[src/rtl/brisc_fetch_buffer_if.sv]
// Fetch-unit bus bundle: cache request/response, decode handshake and redirect controls.
// master is the fetch unit; slave is the surrounding cache/decode environment.
interface brisc_fetch_buffer_if #(
    parameter int unsigned ILEN   = 32,
    parameter int unsigned ADDR_W = 32
);
    logic              req_valid_o;
    logic [ADDR_W-1:0] req_addr_o;
    logic              req_ready_i;
    logic              resp_valid_i;
    logic [ILEN-1:0]   resp_instr_i;
    logic              dec_valid_o;
    logic [ILEN-1:0]   dec_instr_o;
    logic [ADDR_W-1:0] dec_pc_o;
    logic              dec_ready_i;
    logic              redirect_i;
    logic [ADDR_W-1:0] redirect_pc_i;
    logic              except_i;

    modport master (
        output req_valid_o, req_addr_o, dec_valid_o, dec_instr_o, dec_pc_o,
        input  req_ready_i, resp_valid_i, resp_instr_i, dec_ready_i,
        input  redirect_i, redirect_pc_i, except_i
    );

    modport slave (
        input  req_valid_o, req_addr_o, dec_valid_o, dec_instr_o, dec_pc_o,
        output req_ready_i, resp_valid_i, resp_instr_i, dec_ready_i,
        output redirect_i, redirect_pc_i, except_i
    );
endinterface

[src/rtl/brisc_fetch_buffer.sv]
// Front-end fetch unit: sequential PC generator feeding an in-order instruction queue
// between the instruction cache and decode, with branch/exception redirect.
module brisc_fetch_buffer #(
    parameter int unsigned       ILEN      = 32,
    parameter int unsigned       ADDR_W    = 32,
    parameter int unsigned       DEPTH     = 4,
    parameter logic [ADDR_W-1:0] PC_BOOT   = 32'h0000_1000,
    parameter logic [ADDR_W-1:0] PC_EXCEPT = 32'h0000_2000,
    parameter logic [ILEN-1:0]   NOP_INSTR = 32'h0000_0013
) (
    input logic                  clk,
    input logic                  rst_n,
    brisc_fetch_buffer_if.master bus
);
    localparam int unsigned IW = $clog2(DEPTH);
    localparam int unsigned PW = IW + 1;
    localparam logic [PW:0] DEPTH_CNT = (PW + 1)'(DEPTH);

    logic [ADDR_W-1:0] pc_q;
    logic [PW-1:0]     head_q, alloc_q, fill_q, drop_cnt_q;
    logic [DEPTH-1:0]  filled_q;
    logic [ADDR_W-1:0] entry_pc_q    [DEPTH];
    logic [ILEN-1:0]   entry_instr_q [DEPTH];

    logic          flush, req_valid, req_fire, resp_fill, dec_valid, dec_fire;
    logic [PW-1:0] alloc_cnt, unfilled;
    logic [PW:0]   in_use;
    logic [IW-1:0] head_idx, alloc_idx, fill_idx;

    assign flush     = bus.except_i | bus.redirect_i;
    assign alloc_cnt = alloc_q - head_q;
    assign unfilled  = alloc_q - fill_q;
    // Stale in-flight responses still occupy cache slots, so they count against DEPTH.
    assign in_use    = {1'b0, alloc_cnt} + {1'b0, drop_cnt_q};
    assign head_idx  = head_q[IW-1:0];
    assign alloc_idx = alloc_q[IW-1:0];
    assign fill_idx  = fill_q[IW-1:0];

    assign req_valid = rst_n & ~flush & (in_use < DEPTH_CNT);
    assign req_fire  = req_valid & bus.req_ready_i;
    assign resp_fill = bus.resp_valid_i & ~flush & (drop_cnt_q == '0);
    assign dec_valid = filled_q[head_idx];
    assign dec_fire  = dec_valid & bus.dec_ready_i & ~flush;

    assign bus.req_valid_o = req_valid;
    assign bus.req_addr_o  = pc_q;
    assign bus.dec_valid_o = dec_valid;
    assign bus.dec_instr_o = dec_valid ? entry_instr_q[head_idx] : NOP_INSTR;
    assign bus.dec_pc_o    = dec_valid ? entry_pc_q[head_idx] : '0;

    always_ff @(posedge clk or negedge rst_n) begin
        if (!rst_n) begin
            pc_q       <= PC_BOOT;
            head_q     <= '0;
            alloc_q    <= '0;
            fill_q     <= '0;
            drop_cnt_q <= '0;
            filled_q   <= '0;
        end else if (flush) begin
            pc_q       <= bus.except_i ? PC_EXCEPT : {bus.redirect_pc_i[ADDR_W-1:2], 2'b00};
            head_q     <= '0;
            alloc_q    <= '0;
            fill_q     <= '0;
            filled_q   <= '0;
            // Every unfilled slot becomes a stale response; one arriving now is already gone.
            drop_cnt_q <= drop_cnt_q + unfilled - PW'(bus.resp_valid_i);
        end else begin
            if (req_fire) begin
                pc_q    <= pc_q + ADDR_W'(4);
                alloc_q <= alloc_q + PW'(1);
            end
            if (bus.resp_valid_i && drop_cnt_q != '0) begin
                drop_cnt_q <= drop_cnt_q - PW'(1);
            end
            if (resp_fill) begin
                filled_q[fill_idx] <= 1'b1;
                fill_q             <= fill_q + PW'(1);
            end
            if (dec_fire) begin
                filled_q[head_idx] <= 1'b0;
                head_q             <= head_q + PW'(1);
            end
        end
    end

    always_ff @(posedge clk) begin
        if (req_fire) begin
            entry_pc_q[alloc_idx] <= pc_q;
        end
        if (resp_fill) begin
            entry_instr_q[fill_idx] <= bus.resp_instr_i;
        end
    end

    // A response must belong to a stale or a live outstanding request.
    assert property (@(posedge clk) disable iff (!rst_n)
        bus.resp_valid_i |-> (drop_cnt_q != '0 || unfilled != '0 || req_fire));

    assert property (@(posedge clk) disable iff (!rst_n) in_use <= DEPTH_CNT);
endmodule
[src/flat_wrapper.sv]
// flat-port wrapper written by rule: the top's interface ports become plain ports
module brisc_fetch_buffer_flat 
#(
    parameter int unsigned       ILEN      = 32,
    parameter int unsigned       ADDR_W    = 32,
    parameter int unsigned       DEPTH     = 4,
    parameter logic [ADDR_W-1:0] PC_BOOT   = 32'h0000_1000,
    parameter logic [ADDR_W-1:0] PC_EXCEPT = 32'h0000_2000,
    parameter logic [ILEN-1:0]   NOP_INSTR = 32'h0000_0013
)
  (clk, rst_n, bus_req_valid_o, bus_req_addr_o, bus_dec_valid_o, bus_dec_instr_o, bus_dec_pc_o, bus_req_ready_i, bus_resp_valid_i, bus_resp_instr_i, bus_dec_ready_i, bus_redirect_i, bus_redirect_pc_i, bus_except_i);
  brisc_fetch_buffer_if #(.ILEN(ILEN), .ADDR_W(ADDR_W)) bus_i ();
  input logic clk;
  input logic rst_n;
  output wire logic [$bits(bus_i.req_valid_o)-1:0] bus_req_valid_o;
  output wire logic [$bits(bus_i.req_addr_o)-1:0] bus_req_addr_o;
  output wire logic [$bits(bus_i.dec_valid_o)-1:0] bus_dec_valid_o;
  output wire logic [$bits(bus_i.dec_instr_o)-1:0] bus_dec_instr_o;
  output wire logic [$bits(bus_i.dec_pc_o)-1:0] bus_dec_pc_o;
  input wire logic [$bits(bus_i.req_ready_i)-1:0] bus_req_ready_i;
  input wire logic [$bits(bus_i.resp_valid_i)-1:0] bus_resp_valid_i;
  input wire logic [$bits(bus_i.resp_instr_i)-1:0] bus_resp_instr_i;
  input wire logic [$bits(bus_i.dec_ready_i)-1:0] bus_dec_ready_i;
  input wire logic [$bits(bus_i.redirect_i)-1:0] bus_redirect_i;
  input wire logic [$bits(bus_i.redirect_pc_i)-1:0] bus_redirect_pc_i;
  input wire logic [$bits(bus_i.except_i)-1:0] bus_except_i;
  assign bus_req_valid_o = bus_i.req_valid_o;
  assign bus_req_addr_o = bus_i.req_addr_o;
  assign bus_dec_valid_o = bus_i.dec_valid_o;
  assign bus_dec_instr_o = bus_i.dec_instr_o;
  assign bus_dec_pc_o = bus_i.dec_pc_o;
  assign bus_i.req_ready_i = bus_req_ready_i;
  assign bus_i.resp_valid_i = bus_resp_valid_i;
  assign bus_i.resp_instr_i = bus_resp_instr_i;
  assign bus_i.dec_ready_i = bus_dec_ready_i;
  assign bus_i.redirect_i = bus_redirect_i;
  assign bus_i.redirect_pc_i = bus_redirect_pc_i;
  assign bus_i.except_i = bus_except_i;
  brisc_fetch_buffer #(.ILEN(ILEN), .ADDR_W(ADDR_W), .DEPTH(DEPTH), .PC_BOOT(PC_BOOT), .PC_EXCEPT(PC_EXCEPT), .NOP_INSTR(NOP_INSTR)) u_core (.clk(clk), .rst_n(rst_n), .bus(bus_i));
endmodule
[config.mk]
export PLATFORM = sky130hd
export DESIGN_NAME = brisc_fetch_buffer_flat
export DESIGN_NICKNAME = d
export VERILOG_FILES = /design/src/rtl/brisc_fetch_buffer_if.sv /design/src/rtl/brisc_fetch_buffer.sv /design/src/flat_wrapper.sv
export SDC_FILE = /design/constraint.sdc
export NUM_CORES = 1
export LEC_CHECK = 0
export ABC_CLOCK_PERIOD_IN_PS = 6900
export CAP_MARGIN = 20
export CORE_MARGIN = 2
export CORE_UTILIZATION = 65
export DETAILED_ROUTE_END_ITERATION = 16
export DONT_BUFFER_PORTS = 1
export PLACE_DENSITY = 0.79
export REMOVE_ABC_BUFFERS = 1
export SETUP_SLACK_MARGIN = 0.05
export SYNTH_ARGS = -nofsm -noshare
export SYNTH_HDL_FRONTEND = slang
export SYNTH_SLANG_ARGS = --single-unit
[constraint.sdc]
create_clock -name clk -period 6.9 [get_ports clk]
set_clock_uncertainty 0.05 [all_clocks]
set_input_delay 2.07 -clock clk [delete_from_list [all_inputs] [get_ports clk]]
set_output_delay 2.07 -clock clk [all_outputs]
set_load 0.05 [all_outputs]
==> impl_metrics.py <==
metrics = {
    "clocking": {
        "postCtsSetupBuffers": 0,
        "cts-root-buf": "clkbuf_16",
        "cts_resized": 0,
        "htreeDepth": 1,
        "clockBufferDepth": 3,
        "cts.sinks": 294,
        "cts_tree": "done",
        "cts.clk_slew.worst_paths_ns": 0.06,
        "cts_hold_buffers": 0,
        "clk_latency_ns": 0.54,
        "cts_buffers": 29,
    },
    "worst_setup_path": {
        "cp.arrival_ns": 3.52,
        "crit_fanout": 30,
        "critPathKind": "reg -> out",
        "cp.required_ns": 4.78,
        "reg2reg_slack_ns": 2.22,
        "startpoint_type": "flip-flop",
        "end_kind": "output pin",
    },
    "finish": {
        "areaGrowthSynthToFinish_pct": 8.74,
        "nets": 868,
        "n_antenna_cell": 0,
        "final_util_pct": 72.7,
        "final_layout_size_suffix_gt1_share_pct": 16.4,
        "stdcell_count": 1054,
    },
    "detailed_routing": {
        "drtIter0Drc": 556,
        "drc_errors": 0,
        "routedWlPerCell_um": 23.7,
        "routed.top_layer": "met4",
        "routed_wl_um": 25000,
        "m1WireLength_um": 9670,
        "dr_wl_met2_um": 12300,
        "drt_pass1_iterations": 5,
        "met3_length_um": 2590,
        "drtAntennaViolNets": 0,
        "viasPerCell": 6.41,
        "vias": 6759,
    },
    "logic_synthesis": {
        "synth_compound_area_share_pct": 4.25,
        "synth_fa_ha_area_share_pct": 2.68,
        "synth-async-reset-ratio_pct": 15.6,
        "yosysSeqAreaShare_pct": 68.1,
        "post_synth_and_or_nand_nor_area_fraction_pct": 9.36,
        "ys_ff_latch": 294,
        "syn_area_per_cell_um2": 16.3,
        "yosys_most_used_dff": "edfxtp_1",
        "ys_types": 57,
        "synthXorXnorAreaFrac_pct": 1.53,
        "synth_top_family_by_area": "multiplexers",
        "synth_largest_area_cell": "edfxtp_1",
        "synth_edf_count": 248,
        "synth.area.top_cells": "edfxtp_1 (59%), mux4_2 (11%), dfrtp_1 (8.9%)",
        "synth_warnings": 0,
        "synth.top_cell.area_share_pct": 59.0,
        "synth_cells": 774,
        "synthesis.area_um2": 12600,
        "synthMuxAreaShare_pct": 11.6,
    },
    "timing": {
        "slew-limit-headroom_pct": 36.8,
        "timing.final.crit_share_pct": 81.7,
        "setup_viol": 0,
        "drv_slew": 0,
        "whs_ns": 0.521,
        "hold_viol_final": 0,
        "fmax_mhz": 177,
        "period_needed_ns": 5.64,
        "rsz0062_at_grt": "no",
        "totalNegativeSetupSlack_ns": 0,
        "worst_pin_slew_ns": 0.948,
    },
    "grt": {
        "overflow": 0,
        "grt_usage_pct": 24.4,
        "grt_pass1_vias": 6917,
        "antenna_found_initial": 0,
        "grt_pass1_wl_um": 38100,
        "grt_max_degree": 66,
    },
    "floorplanning": {
        "ioPinCount": 169,
        "dieWidth_um": 143,
        "rows": 50,
        "die_h_um": 143,
        "initial_core_util_pct": 66.8,
        "fp.coreArea_um2": 18900,
        "die-area_um2": 20600,
    },
    "placed_design": {
        "dp.cells": 1001,
        "dp.final_hpwl_um": 15600,
        "gp_congestion": 0.845,
        "io_buffer_count": 0,
    },
    "job": {
        "cap_violations": 0,
    },
    "pwr": {
        "power_per_cell_area_nw_per_um2": 277,
        "irDropWorstVdd_mv": 0.236,
        "leakagePower_nw": 4.65,
    },
    "min_path": {
        "min_path_type": "reg -> reg",
    },
    "outcome": {
        "status": "complete, no violations",
    },
}
## stage by stage
stage | instance area [um2] | total power (W) | worst slack, ns
after floorplan | 12400 | 0.00230 | 0.0496
after global placement | 12800 | 0.00235 | 1.81
after detailed placement | 12800 | 0.00237 | 1.78
after CTS | 13700 | 0.00383 | 1.17
after global routing | 13700 | 0.00393 | 1.02
final | 13700 | 0.00381 | 1.26
## registers in the layout, summed over array words and instances, names as in the netlist
name                   count
u_core.filled_q            4
u_core.drop_cnt_q          3
u_core.entry_instr_q     128
u_core.fill_q              3
u_core.bus.req_addr_o     30
u_core.entry_pc_q        120
u_core.alloc_q             3
u_core.head_q              3
## synthesized netlist by cell type, drive strengths merged, types with 3 or more instances
master / count
edfxtp: 248
and2: 66
mux4: 63
dfrtp: 45
a21oi: 39
nand2: 37
clkbuf: 29
inv: 29
nor2: 22
ha: 19
and3: 18
buf: 16
o21ai: 14
nor3: 13
xnor2: 12
nand4: 11
nand3: 10
nor4: 10
xor2: 10
o21a: 7
nor2b: 6
fa: 5
o31ai: 5
a211oi: 4
nand2b: 4
a2bb2oi: 3
o22ai: 3
or4: 3
## cell type report
class	count	area, um2
flip-flops and latches	294	8600
clock inverters	9	71.3
inverters	29	109
clock buffers	43	818
multi-input cells	409	3730
repair buffers	10	72.6
fillers	1174	5160
well taps	260	325
## routing by layer
metal	vias to the layer above	GRT usage, %
met2	306	40.6
met5	-	0
met3	41	8.06
li1	2953	-
met4	0	5.78
met1	3459	31.6
## where the power goes
| part | switching (W) | total (W) | internal, W |
|---|---|---|---|
| Clock | 0.000621 | 0.00147 | 0.000851 |
| Combinational | 0.000194 | 0.000297 | 0.000103 |
| Sequential | 0.0000785 | 0.00204 | 0.00196 |
| Total | 0.000893 | 0.00381 | 0.00292 |
## cell families (layout without fill, tap and decap cells)
kind of cell	after synthesis	after routing
flip-flops	294	294
AND/OR/NAND/NOR	206	206
AO/OA/AOI/OAI	86	86
buffers and inverters	74	91
multiplexers	67	67
adder cells (fa/ha/maj)	24	24
XOR/XNOR	22	22
other	1	4
## final timing paths
kind	startpoint	end	cells past startpoint
max in group asynchronous	rst_n	u_core.bus.req_addr_o[12]	0
max	u_core.head_q[0]	bus_req_valid_o	7
min	u_core.fill_q[2]	u_core.fill_q[2]	2
min in group asynchronous	rst_n	u_core.bus.req_addr_o[3]	0
max reg2reg	u_core.head_q[0]	u_core.entry_pc_q[0][29]	9
min reg2reg	u_core.fill_q[2]	u_core.fill_q[2]	2
## cell usage in the layout (no fill, tap or decap), types with 5 or more instances in the layout
cell	n
o21ai_0	13
mux4_2	63
nand3_1	9
and3_1	14
buf_4	9
ha_1	19
o21a_1	7
edfxtp_1	248
inv_1	29
nand2_1	36
xor2_1	10
fa_1	5
nor3_1	12
nand4_1	10
xnor2_1	12
and2_1	66
nor2b_1	6
clkbuf_16	29
nor2_1	22
dfrtp_1	43
clkbuf_1	10
a21oi_1	39
nor4_1	7
## critical path, stage by stage (launching register included)
cell and delay [ns]:
dfrtp_4 0.81, ha_1 0.25, inv_1 0.05, fa_1 0.37, xnor2_1 0.20, ha_1 0.29, nor4b_4 0.44, and3_1 0.57
(Power assumes the default switching activity.)
